===== config.mk =====
export PLATFORM = sky130hd
export DESIGN_NAME = stopwatch_display
export DESIGN_NICKNAME = d
export VERILOG_FILES = /design/src/rtl/stopwatch_pkg.sv /design/src/rtl/seg7_decoder.sv /design/src/rtl/stopwatch_display.sv
export SDC_FILE = /design/constraint.sdc
export NUM_CORES = 1
export LEC_CHECK = 0
export ABC_AREA = 0
export CELL_PAD_IN_SITES_DETAIL_PLACEMENT = 1
export CELL_PAD_IN_SITES_GLOBAL_PLACEMENT = 1
export CORE_MARGIN = 2
export CORE_UTILIZATION = 47
export CTS_CLUSTER_SIZE = 20
export DETAILED_ROUTE_END_ITERATION = 10
export DONT_BUFFER_PORTS = 1
export PLACE_DENSITY = 0.76
export SETUP_SLACK_MARGIN = 0.4
export SLEW_MARGIN = 20
export SYNTH_ARGS = -nofsm -noshare
export SYNTH_HDL_FRONTEND = slang
export SYNTH_SLANG_ARGS = --single-unit
export TNS_END_PERCENT = 1

===== constraint.sdc =====
create_clock -name clock -period 2.7 [get_ports clock]
set_input_delay 0.54 -clock clock [delete_from_list [all_inputs] [get_ports clock]]
set_output_delay 0.54 -clock clock [all_outputs]
set_load 0.01 [all_outputs]

===== src/rtl/stopwatch_pkg.sv =====
// Shared constants and types for the stopwatch multiplexed 7-segment display.
// Segment codes are active-low, bit order g,f,e,d,c,b,a (bit6..bit0).
package stopwatch_pkg;

  localparam logic [6:0] SEG_0     = 7'b1000000;
  localparam logic [6:0] SEG_1     = 7'b1111001;
  localparam logic [6:0] SEG_2     = 7'b0100100;
  localparam logic [6:0] SEG_3     = 7'b0110000;
  localparam logic [6:0] SEG_4     = 7'b0011001;
  localparam logic [6:0] SEG_5     = 7'b0010010;
  localparam logic [6:0] SEG_6     = 7'b0000010;
  localparam logic [6:0] SEG_7     = 7'b1111000;
  localparam logic [6:0] SEG_8     = 7'b0000000;
  localparam logic [6:0] SEG_9     = 7'b0010000;
  localparam logic [6:0] SEG_BLANK = 7'b1111111;

  // Digit index doubles as the anode bit position.
  localparam logic [1:0] DIG_SEC_ONES  = 2'd0;
  localparam logic [1:0] DIG_SEC_TENS  = 2'd1;
  localparam logic [1:0] DIG_MIN_ONES  = 2'd2;
  localparam logic [1:0] DIG_MIN_TENS  = 2'd3;
  localparam logic [1:0] DIG_SEPARATOR = DIG_MIN_ONES;

  localparam logic [5:0] RADIX = 6'd10;

  typedef enum logic [1:0] {
    IDLE,
    CONV_SEC,
    CONV_MIN,
    COMMIT
  } conv_state_t;

  typedef struct packed {
    logic [3:0] min_tens;
    logic [3:0] min_ones;
    logic [3:0] sec_tens;
    logic [3:0] sec_ones;
  } bcd_frame_t;

  function automatic logic [3:0] frame_digit(input bcd_frame_t frame, input logic [1:0] idx);
    case (idx)
      DIG_SEC_ONES: return frame.sec_ones;
      DIG_SEC_TENS: return frame.sec_tens;
      DIG_MIN_ONES: return frame.min_ones;
      default:      return frame.min_tens;
    endcase
  endfunction

endpackage


===== src/rtl/seg7_decoder.sv =====
// Combinational BCD to active-low 7-segment decoder; codes 10..15 blank.
module seg7_decoder
  import stopwatch_pkg::*;
(
  input  logic [3:0] bcd,
  output logic [6:0] segments
);

  always_comb begin
    // NOTE: the default arm assigns on every path, so no latch is inferred.
    case (bcd)
      4'd0:    segments = SEG_0;
      4'd1:    segments = SEG_1;
      4'd2:    segments = SEG_2;
      4'd3:    segments = SEG_3;
      4'd4:    segments = SEG_4;
      4'd5:    segments = SEG_5;
      4'd6:    segments = SEG_6;
      4'd7:    segments = SEG_7;
      4'd8:    segments = SEG_8;
      4'd9:    segments = SEG_9;
      default: segments = SEG_BLANK;
    endcase
  end

endmodule


===== src/rtl/stopwatch_display.sv =====
// Four-digit multiplexed MM:SS display: captures the counter once per frame,
// converts binary to BCD by repeated subtraction and swaps the whole frame at once.
module stopwatch_display
  import stopwatch_pkg::*;
#(
  parameter int unsigned REFRESH_DIV = 50000
) (
  input  logic       clock,
  input  logic       reset,
  input  logic [5:0] minutes,
  input  logic [5:0] seconds,
  output logic [3:0] anodes,
  output logic [6:0] segments,
  output logic       dp
);

  localparam int unsigned         PRESC_W   = $clog2(REFRESH_DIV);
  localparam logic [PRESC_W-1:0]  PRESC_MAX = PRESC_W'(REFRESH_DIV - 1);

  logic [PRESC_W-1:0] presc;
  logic [1:0]         digit_idx;
  logic               frame_start;

  conv_state_t state;
  logic [5:0]  hold_min;
  logic [5:0]  hold_sec;
  logic [2:0]  tens;
  logic [3:0]  sec_tens;
  bcd_frame_t  shown;

  logic [3:0]  cur_digit;
  logic [6:0]  seg_next;

  always_ff @(posedge clock) begin
    // NOTE: sequential state uses non-blocking assignments so every register
    // samples pre-edge values regardless of statement order.
    if (reset) begin
      presc     <= '0;
      digit_idx <= DIG_SEC_ONES;
    end else if (presc == PRESC_MAX) begin
      presc     <= '0;
      digit_idx <= digit_idx + 2'd1;
    end else begin
      presc     <= presc + PRESC_W'(1);
    end
  end

  assign frame_start = (presc == '0) && (digit_idx == DIG_SEC_ONES);

  // The holding registers double as the subtraction work registers; once a
  // field drops below 10 its low nibble is already the ones digit.
  always_ff @(posedge clock) begin
    if (reset) begin
      state    <= IDLE;
      hold_min <= '0;
      hold_sec <= '0;
      tens     <= '0;
      sec_tens <= '0;
      shown    <= '0;
    end else if (frame_start) begin
      hold_min <= minutes;
      hold_sec <= seconds;
      tens     <= '0;
      state    <= CONV_SEC;
    end else begin
      case (state)
        IDLE: state <= IDLE;
        CONV_SEC: begin
          if (hold_sec < RADIX) begin
            sec_tens <= {1'b0, tens};
            tens     <= '0;
            state    <= CONV_MIN;
          end else begin
            hold_sec <= hold_sec - RADIX;
            tens     <= tens + 3'd1;
          end
        end
        CONV_MIN: begin
          if (hold_min < RADIX) begin
            state <= COMMIT;
          end else begin
            hold_min <= hold_min - RADIX;
            tens     <= tens + 3'd1;
          end
        end
        COMMIT: begin
          shown <= '{min_tens: {1'b0, tens},
                     min_ones: hold_min[3:0],
                     sec_tens: sec_tens,
                     sec_ones: hold_sec[3:0]};
          state <= IDLE;
        end
        default: state <= IDLE;
      endcase
    end
  end

  assign cur_digit = frame_digit(shown, digit_idx);

  seg7_decoder u_seg7_decoder (
    .bcd      (cur_digit),
    .segments (seg_next)
  );

  always_ff @(posedge clock) begin
    if (reset) begin
      anodes   <= 4'b1111;
      segments <= SEG_BLANK;
      dp       <= 1'b1;
    end else begin
      anodes   <= ~(4'b0001 << digit_idx);
      segments <= seg_next;
      dp       <= (digit_idx != DIG_SEPARATOR);
    end
  end

endmodule


# Word level (Yosys, flattened, before mapping)
# Memory sizes are Yosys's and may differ from the RTL's. A register that Yosys moved wholly into a read port is not among the register bits.
# Cells that the tools add are included.
# word_totals
regBits,57
mem_bits_ro,112
elab_cells,70
n_memories,1
# memory_table
memory,depth,word_bits,read_ports,rd_ports_with_merged_regs,write_ports,line,source
(no name shown),16,7,1,1,0,seg7_decoder.sv:11,case (bcd)
# classes
add_sub_neg,5
order_cmp,2
n_eq_ne,14
shifts,1
muxes,14
bitwise_logic,2
n_reduce_logical,17
# ops
cell,count
2-to-1 mux 6 bit,6
adder 16 x 1 -> 16 bit (second input constant),1
== test 16 bit (second input constant),1
zero test 16 bit,1
less-than comparator 6 x 4 -> 1 bit (second input constant),2
inequality test 2 bit (second input constant),6
one-hot mux 4 bit (3 select lines),1
AND reduction 2 bit,6
subtractor 6 x 4 -> 6 bit (second input constant),2
== test 2 bit (second input constant),3
2-to-1 mux 3 bit,2
inequality test 3 bit (second input constant),2
one-hot mux 2 bit (3 select lines),1
one-hot mux 3 bit (2 select lines),1
nonzero test 2 bit,3
OR reduction 2 bit,3
== test 2 x 1 -> 1 bit (second input constant),2
zero test 2 bit,2
2-to-1 mux 2 bit,2
NOT 4 bit,1
<< shifter 1 x 2 -> 4 bit (first input constant),1
adder 3 x 1 -> 3 bit (second input constant),1
AND reduction 3 bit,1
adder 2 x 1 -> 2 bit (second input constant),1
3 further kinds,3

# Logic depth before layout (Yosys ltp)
# Gate-level depths: netlist of the first run.
# logic_depth
ltp_word,4
ltp_mapped,9
mapped_depth_nobuf,9

# Modules after synthesis
# Synthesis of the first run repeated with hierarchy kept, for this count alone.
# unflattened
cells_unflattened,388
area_unflattened_um2,3280.6
# by_module_without_submodules
module,instances,cells_per_inst,area_per_inst_um2,seq_area_each_um2
stopwatch_display,1,355,3070.4,1261.2
seg7_decoder,1,33,210.2,0.0

# Worst setup path before layout of the first run
# OpenSTA, ideal clock, no wires.
# synth_timing
path_type,reg2reg
startpoint,reg digit_idx[0]
endpoint,reg segments[3]
setup_time_ns,0.120
arrival_ns,1.783
required_time_ns,2.580
slack_ns,0.797
stages_incl_launch_ff,8
path_buffers,0
synth_period_minus_slack_ns,1.903
path_cell_list,dfxtp_1 -> inv_1 -> ha_1 -> a222oi_1 -> mux2_2 -> inv_1 -> ha_1 -> a211o_1
# synth_via
elab_chain_cells,2
word_cells_on_any_way,4
# synth_lines
element,line,source
"start, declared",stopwatch_display.sv:21,logic [1:0] digit_idx;
"start signal, assigned",stopwatch_display.sv:42,digit_idx <= digit_idx + 2'd1;
== test 2 bit (tied with other cells),stopwatch_pkg.sv:41,case (idx)
one-hot mux 4 bit (3 select lines) (*),stopwatch_pkg.sv:41,
"end, declared",stopwatch_display.sv:13,"output logic [6:0] segments,"
# Mark *: on every way between the ends. The rest lies on a longest branch, timed or not.
# A chain may end at the register's enable or synchronous reset.

# Worst setup path in the final report of the first run
# layout_timing
startpoint,reg digit_idx[0]
endpoint,reg segments[0]
# Same word-level chain as after synthesis.

==> results_dict.tcl, run 1 <==
set metrics [dict create \
    critPathArrivalTime_ps 2380 \
    num_antenna_cells 0 \
    final_common_cell "dfxtp_1" \
    cts_resized 0 \
    vias 2249 \
    maxSlewViolCount 0 \
    setup.worst_path.class "register to register" \
    p_int_uw 1530 \
    postPlaceCellArea_um2 2930 \
    multiInputGateArea_um2 1480 \
    synth.distinct_cells 43 \
    cts_root_buffer "clkbuf_8" \
    drt_iter0_drc 102 \
    setup_tns_ps 0 \
    yosysWarnings 0 \
    layout.cells.non_filler 409 \
    syn_nets 361 \
    cts.clk_slew.worst_paths_ps 70 \
    final_cell_mix "dfxtp_1 (63), nor2_1 (43), nand2_1 (31)" \
    rows 28 \
    worstSetupStartpoint "digit_idx[0]" \
    hold_path_class "input port to register" \
    synthToLayoutAreaGrowth_pct 8.54 \
    path_max_fanout 7 \
    grt-ovfl-total 0 \
    io_buffers 0 \
    grt_max_degree 32 \
    critPathRequiredTime_ps 2930 \
    min_period_ps 2150 \
    critical_path.max_stage_delay_ps 380 \
    grt_pass1_vias 2284 \
    fin_crit_sh_pct 79.6 \
    rrSetupSlack_ps 550 \
    hpwlAfterDp_um 4420 \
    fmax_ghz 0.465 \
    cts.sinks 63 \
    synth_area_um2 2890 \
    clockPowerShare_pct 40.0 \
    outcome "finished, final reports clean" \
    cts_setup_buffers 0 \
    syn_inst 331 \
    fp.dieW_um 82.4 \
    numCtsBuffers 9 \
    ys_ff_latch 63 \
    die_h_um 82.4 \
    worst_hold_slack_ps 262 \
    dp.cells 394 \
    r2r-end "segments[0]" \
    cts_tree "built" \
    final_antenna_net_count 0 \
    avgSynthCellArea_um2 8.72 \
    ioPinCount 26 \
    ir_worst_vdd_mv 0.357 \
    seqCellArea_um2 1260 \
    maxCapViolCount 0 \
    vias_per_cell 5.50 \
    r2r_cells 7 \
    rsz0062_at_grt "yes" \
    cp_cell_sequence "inv_1 -> ha_1 -> a222oi_1 -> mux2_2 -> nand2_1 -> mux2i_1 -> a211o_1" \
    p_per_area_nw_per_um2 657 \
    drt-total-wl_um 6300 \
    postCtsHoldBufs 0 \
    ys_seq_area_share_pct 43.7 \
    end_kind "register" \
    p_leak_uw 0.00131 \
    grt_pass1_wl_um 10700 \
    nNetsFinal 360 \
    initial_core_util_pct 48.7 \
    htree_levels 3 \
    hold_viol_final 0 \
    clk_latency_ps 340 \
    place.gp.congestion 0.737 \
    fin_util_pct 52.9 \
    fill_cells 707 \
    skew_ps 8.24 \
    final_cell_area_um2 3130 \
    antenna_found_initial 0 \
    post-route-drc-count 0 \
    p_comb_share_pct 10.8 \
    first_pass_iters 4 \
    wl_per_cell_um 15.4 \
    die_area_um2 6780 \
    cp-start-kind "register" \
    p_seq_share_pct 49.2 \
    core_um2 5920 \
    worst_slew_pin_slew_ps 709 \
    net-switching-power_uw 533 \
    setup_viol 0 \
    timing.rr.start "digit_idx[0]" \
    crit_end "segments[0]" \
    p_sw_share_pct 25.9 \
    grt_util_all_layers_pct 21.1 \
    crit_slowest_cell "dfxtp_1" \
    drive_gt1_share_pct 8.08 \
    slew_headroom_pct 52.7 \
    clockBufferDepth 2 \
]
[stage by stage]
step	power, uW	worst slack [ps]
finish	2060	551
global route	2160	386
CTS	2080	460
detailed placement	1250	525
global placement	1240	552
floorplan	1200	797
[kinds of logic after synthesis]
| logic type | Yosys count | share of synthesized area, % |
|---|---|---|
| fa+ha+maj | 16 | 6.94 |
| simple gates | 131 | 21.3 |
| flops | 63 | 43.7 |
| compound gates | 53 | 11.9 |
| mux | 15 | 5.29 |
| buf+inv | 35 | 5.38 |
| xor+xnor | 18 | 5.46 |
[how the worst min path moves through the flow]
stage,start,to,slack (ps),cells past startpoint
4_1_cts,reset,hold_min[0],250,1
5_1_grt,reset,shown[8],240,1
3_3_place_gp,hold_sec[0],hold_sec[0],440,2
3_5_place_dp,hold_min[0],hold_min[0],450,2
2_1_floorplan,hold_min[0],hold_min[0],430,2
6_report,reset,hold_sec[2],260,1
[per-layer routing]
| metal | part of all wire, % | vias to the layer above | GRT usage [%] |
|---|---|---|---|
| met5 | 0 | - | 0 |
| met4 | 1.9 | 0 | 10.0 |
| met3 | 2.2 | 9 | 4.57 |
| met2 | 47 | 19 | 34.8 |
| met1 | 49 | 1088 | 26.2 |
| li1 | - | 1133 | - |
[final cells by class]
class	instances	share of cell area, %
Multi-Input combinational cell	233	47.3
Sequential cell	63	40.3
Clock buffer	11	4.83
Tap cell	75	3.00
Inverter	20	2.40
Clock inverter	4	1.44
Timing Repair Buffer	3	0.719
[synthesized netlist by cell type]
library cell	count	area share, %
nand2_1	31	4.0
a21oi_1	13	2.3
or2_2	1	0.22
nand3_1	16	2.8
nor3_1	12	2.1
buf_6	2	0.78
o21ai_1	2	0.35
nor2_1	43	5.6
a222oi_1	3	1.0
o211ai_1	1	0.26
buf_4	1	0.26
buf_2	4	0.69
nor3b_1	2	0.52
o22ai_1	1	0.22
ha_1	16	6.9
nor2b_1	1	0.22
buf_1	1	0.13
a211o_1	3	0.91
inv_1	20	2.6
mux2i_1	13	4.5
clkbuf_1	7	0.91
or3_1	2	0.43
dfxtp_1	63	44
nand2_4	1	0.39
xnor2_1	9	2.7
or4_1	2	0.52
and3_1	11	2.4
a2111oi_0	2	0.61
a211oi_1	5	1.3
nand2b_1	3	0.65
o21ai_0	15	2.6
nor4_2	1	0.43
a21o_1	1	0.26
mux2_2	2	0.78
a22oi_1	2	0.52
nor4_1	2	0.43
a21boi_2	1	0.39
o311a_1	1	0.35
nand4_1	2	0.43
and2_1	1	0.22
xor2_1	9	2.7
o31ai_1	2	0.52
o31a_1	1	0.30
[power by group through the flow]
stage               Sequential (uW)  Combinational (uW)  Clock, uW
floorplan                      1020                 184          0
global route                   1020                 254        886
detailed placement             1030                 219          0
CTS                            1010                 223        848
global placement               1030                 212          0
finish                         1010                 223        822
[sequential cells by signal, summed over array words and instances, names as in the netlist]
register	cells
sec_tens	3
presc	16
tens	3
hold_min	6
hold_sec	6
digit_idx	2
state	2
dp	1
shown	14
segments	7
anodes	3
[worst max-delay path: cells and delay by family (launching register included)]
family          cells  cell delay, ps
simple gates        1             160
buf+inv             1             100
flops               1             380
mux                 2             470
compound gates      2             650
fa+ha+maj           1             270
(Power assumes the default switching activity.)
==> run 2: changes to the inputs <==
- CORE_UTILIZATION: 47 -> 43
- PLACE_DENSITY: 0.76 -> 0.74
- clock period: 2.7 -> 1.8 ns (I/O delays scaled with it)
==> run 2 against run 1 <==
The run now ends with negative setup slack left. Sequential share of layout area decreased by 6.1 points. Combinational power is 110% higher. Core utilization is 5.1 points higher. Total power rose by 65%. Clock-buffer cell count grew 2. Flip-flop and latch count unchanged. Critical path depth decreased by 1. Die area rose by 8.8%. Critical endpoint unchanged. Clock power grew 70%. Largest cell class unchanged. Cell area rose by 19%. Cell count is 11% higher.
==> results_dict.tcl, run 2 (synthesized netlist as in run 1, its figures left out) <==
set metrics [dict create \
    fmax_ghz 0.548 \
    wl_per_cell_um 17.3 \
    hold_viol_final 0 \
    grt_pass1_wl_um 12800 \
    place.gp.congestion 0.811 \
    maxSlewViolCount 0 \
    fill_cells 720 \
    maxCapViolCount 0 \
    numCtsBuffers 9 \
    clk_latency_ps 350 \
    violations "negative setup slack" \
    num_antenna_cells 0 \
    clockBufferDepth 2 \
    drt-total-wl_um 7860 \
    fin_util_pct 58.0 \
    setup_viol 6 \
    setup_slack_ps -23.2 \
    drive_gt1_share_pct 27.9 \
    path_max_fanout 5 \
    die_h_um 85.9 \
    synthToLayoutAreaGrowth_pct 29.1 \
    critPathRequiredTime_ps 2040 \
    final_cell_area_um2 3730 \
    p_leak_uw 0.00158 \
    cts.clk_slew.worst_paths_ps 70 \
    largest_reg_flops 16 \
    postPlaceCellArea_um2 3240 \
    final_antenna_net_count 0 \
    grt_max_degree 32 \
    end_kind "register" \
    initial_core_util_pct 44.9 \
    hold_path_class "input port to register" \
    reg_top3 "presc (16), shown (14), segments (7)" \
    cts_tree "built" \
    slew_headroom_pct 77.5 \
    vias 2508 \
    worst_slew_pin_slew_ps 334 \
    top_register "presc" \
    cts_root_buffer "clkbuf_8" \
    hpwlAfterDp_um 5040 \
    vias_per_cell 5.54 \
    htree_levels 3 \
    critPathArrivalTime_ps 2060 \
    ioPinCount 26 \
    drt_iter0_drc 114 \
    grt_pass1_vias 2655 \
    final_cell_mix "dfxtp_1 (56), buf_4 (40), nor2_1 (39)" \
    skew_ps 8.68 \
    setup.worst_path.class "register to register" \
    rows 29 \
    min_period_ps 1820 \
    ir_worst_vdd_mv 0.394 \
    nNetsFinal 401 \
    rsz0062_at_grt "yes" \
    die_area_um2 7380 \
    outcome "finished, violations left" \
    core_um2 6420 \
    grt_util_all_layers_pct 22.3 \
    io_buffers 0 \
    first_pass_iters 6 \
    fp.dieW_um 85.9 \
    fin_crit_sh_pct 101 \
    final_common_cell "dfxtp_1" \
    cts.sinks 63 \
    cp-start-kind "register" \
    post-route-drc-count 0 \
    grt-ovfl-total 0 \
    antenna_found_initial 0 \
    p_per_area_nw_per_um2 910 \
]
## run 2: changes by cell type in the layout (fill, tap and decap cells not counted), sizes merged
| cell | before | now |
|---|---|---|
| buf | 3 | 42 |
| bufinv | 1 | 2 |
| clkbuf | 11 | 14 |
| clkdlybuf4s15 | 0 | 1 |
| clkinv | 3 | 1 |
## run 2: timing repair
action                     CTS  global route
gates resized for setup     31            15
buffers inserted             4             3
cloned                       0             2
hold buffers                 0             0
pin swaps                   16            16
setup endpoints to repair   58            58
## run 2: per-stage QoR
step,TNS [ps],cells,hold WS (ps),power (uW),worst slack [ps]
2_1_floorplan,0,331,432,1800,45.2
3_3_place_gp,-615,428,427,1920,-77.2
3_5_place_dp,-778,428,434,1930,-111
4_1_cts,-137,448,58.1,3380,-39.6
5_1_grt,-2420,453,62.7,3540,-145
6_report,-74.0,453,71.8,3390,-23.2
## run 2: final timing paths
path / start / to / slack, ps / cells after the start
max: digit_idx[1] / segments[0] / -20 / 6
min: reset / state[0] / 70 / 1
max reg2reg: digit_idx[1] / segments[0] / -20 / 6
min reg2reg: hold_min[0] / hold_min[0] / 460 / 2
## run 2: routing by layer
layer	wire, um	track usage [%]	up-vias	share of wire (%)
li1	-	-	1217	-
met1	3450	27.3	1241	44
met2	4070	38.0	39	52
met3	185	3.27	11	2.4
met4	146	11.1	0	1.9
met5	0	0	-	0
## run 2: layout make-up
type / instances / area [um^2] / area share [%]
clock buffers: 13 / 159 / 4.26
clock inverters: 3 / 65.1 / 1.75
inverters: 20 / 82.6 / 2.22
multi-input cells: 233 / 1670 / 44.9
flip-flops and latches: 63 / 1270 / 34.2
well taps: 77 / 96.3 / 2.59
repair buffers: 44 / 377 / 10.1
## run 2: report_power, final
group	leakage (uW)	internal, uW	switching (uW)
logic	0.000944	210	260
registers	0.000518	1450	64.4
clock network	0.000114	855	549
total	0.00158	2520	874
## run 2: critical path: stages, from the launching register on
cell and delay (ps):
dfxtp_4 390, ha_2 280, mux2_4 360, buf_4 140, buf_4 130, ha_1 170
a211o_1 250
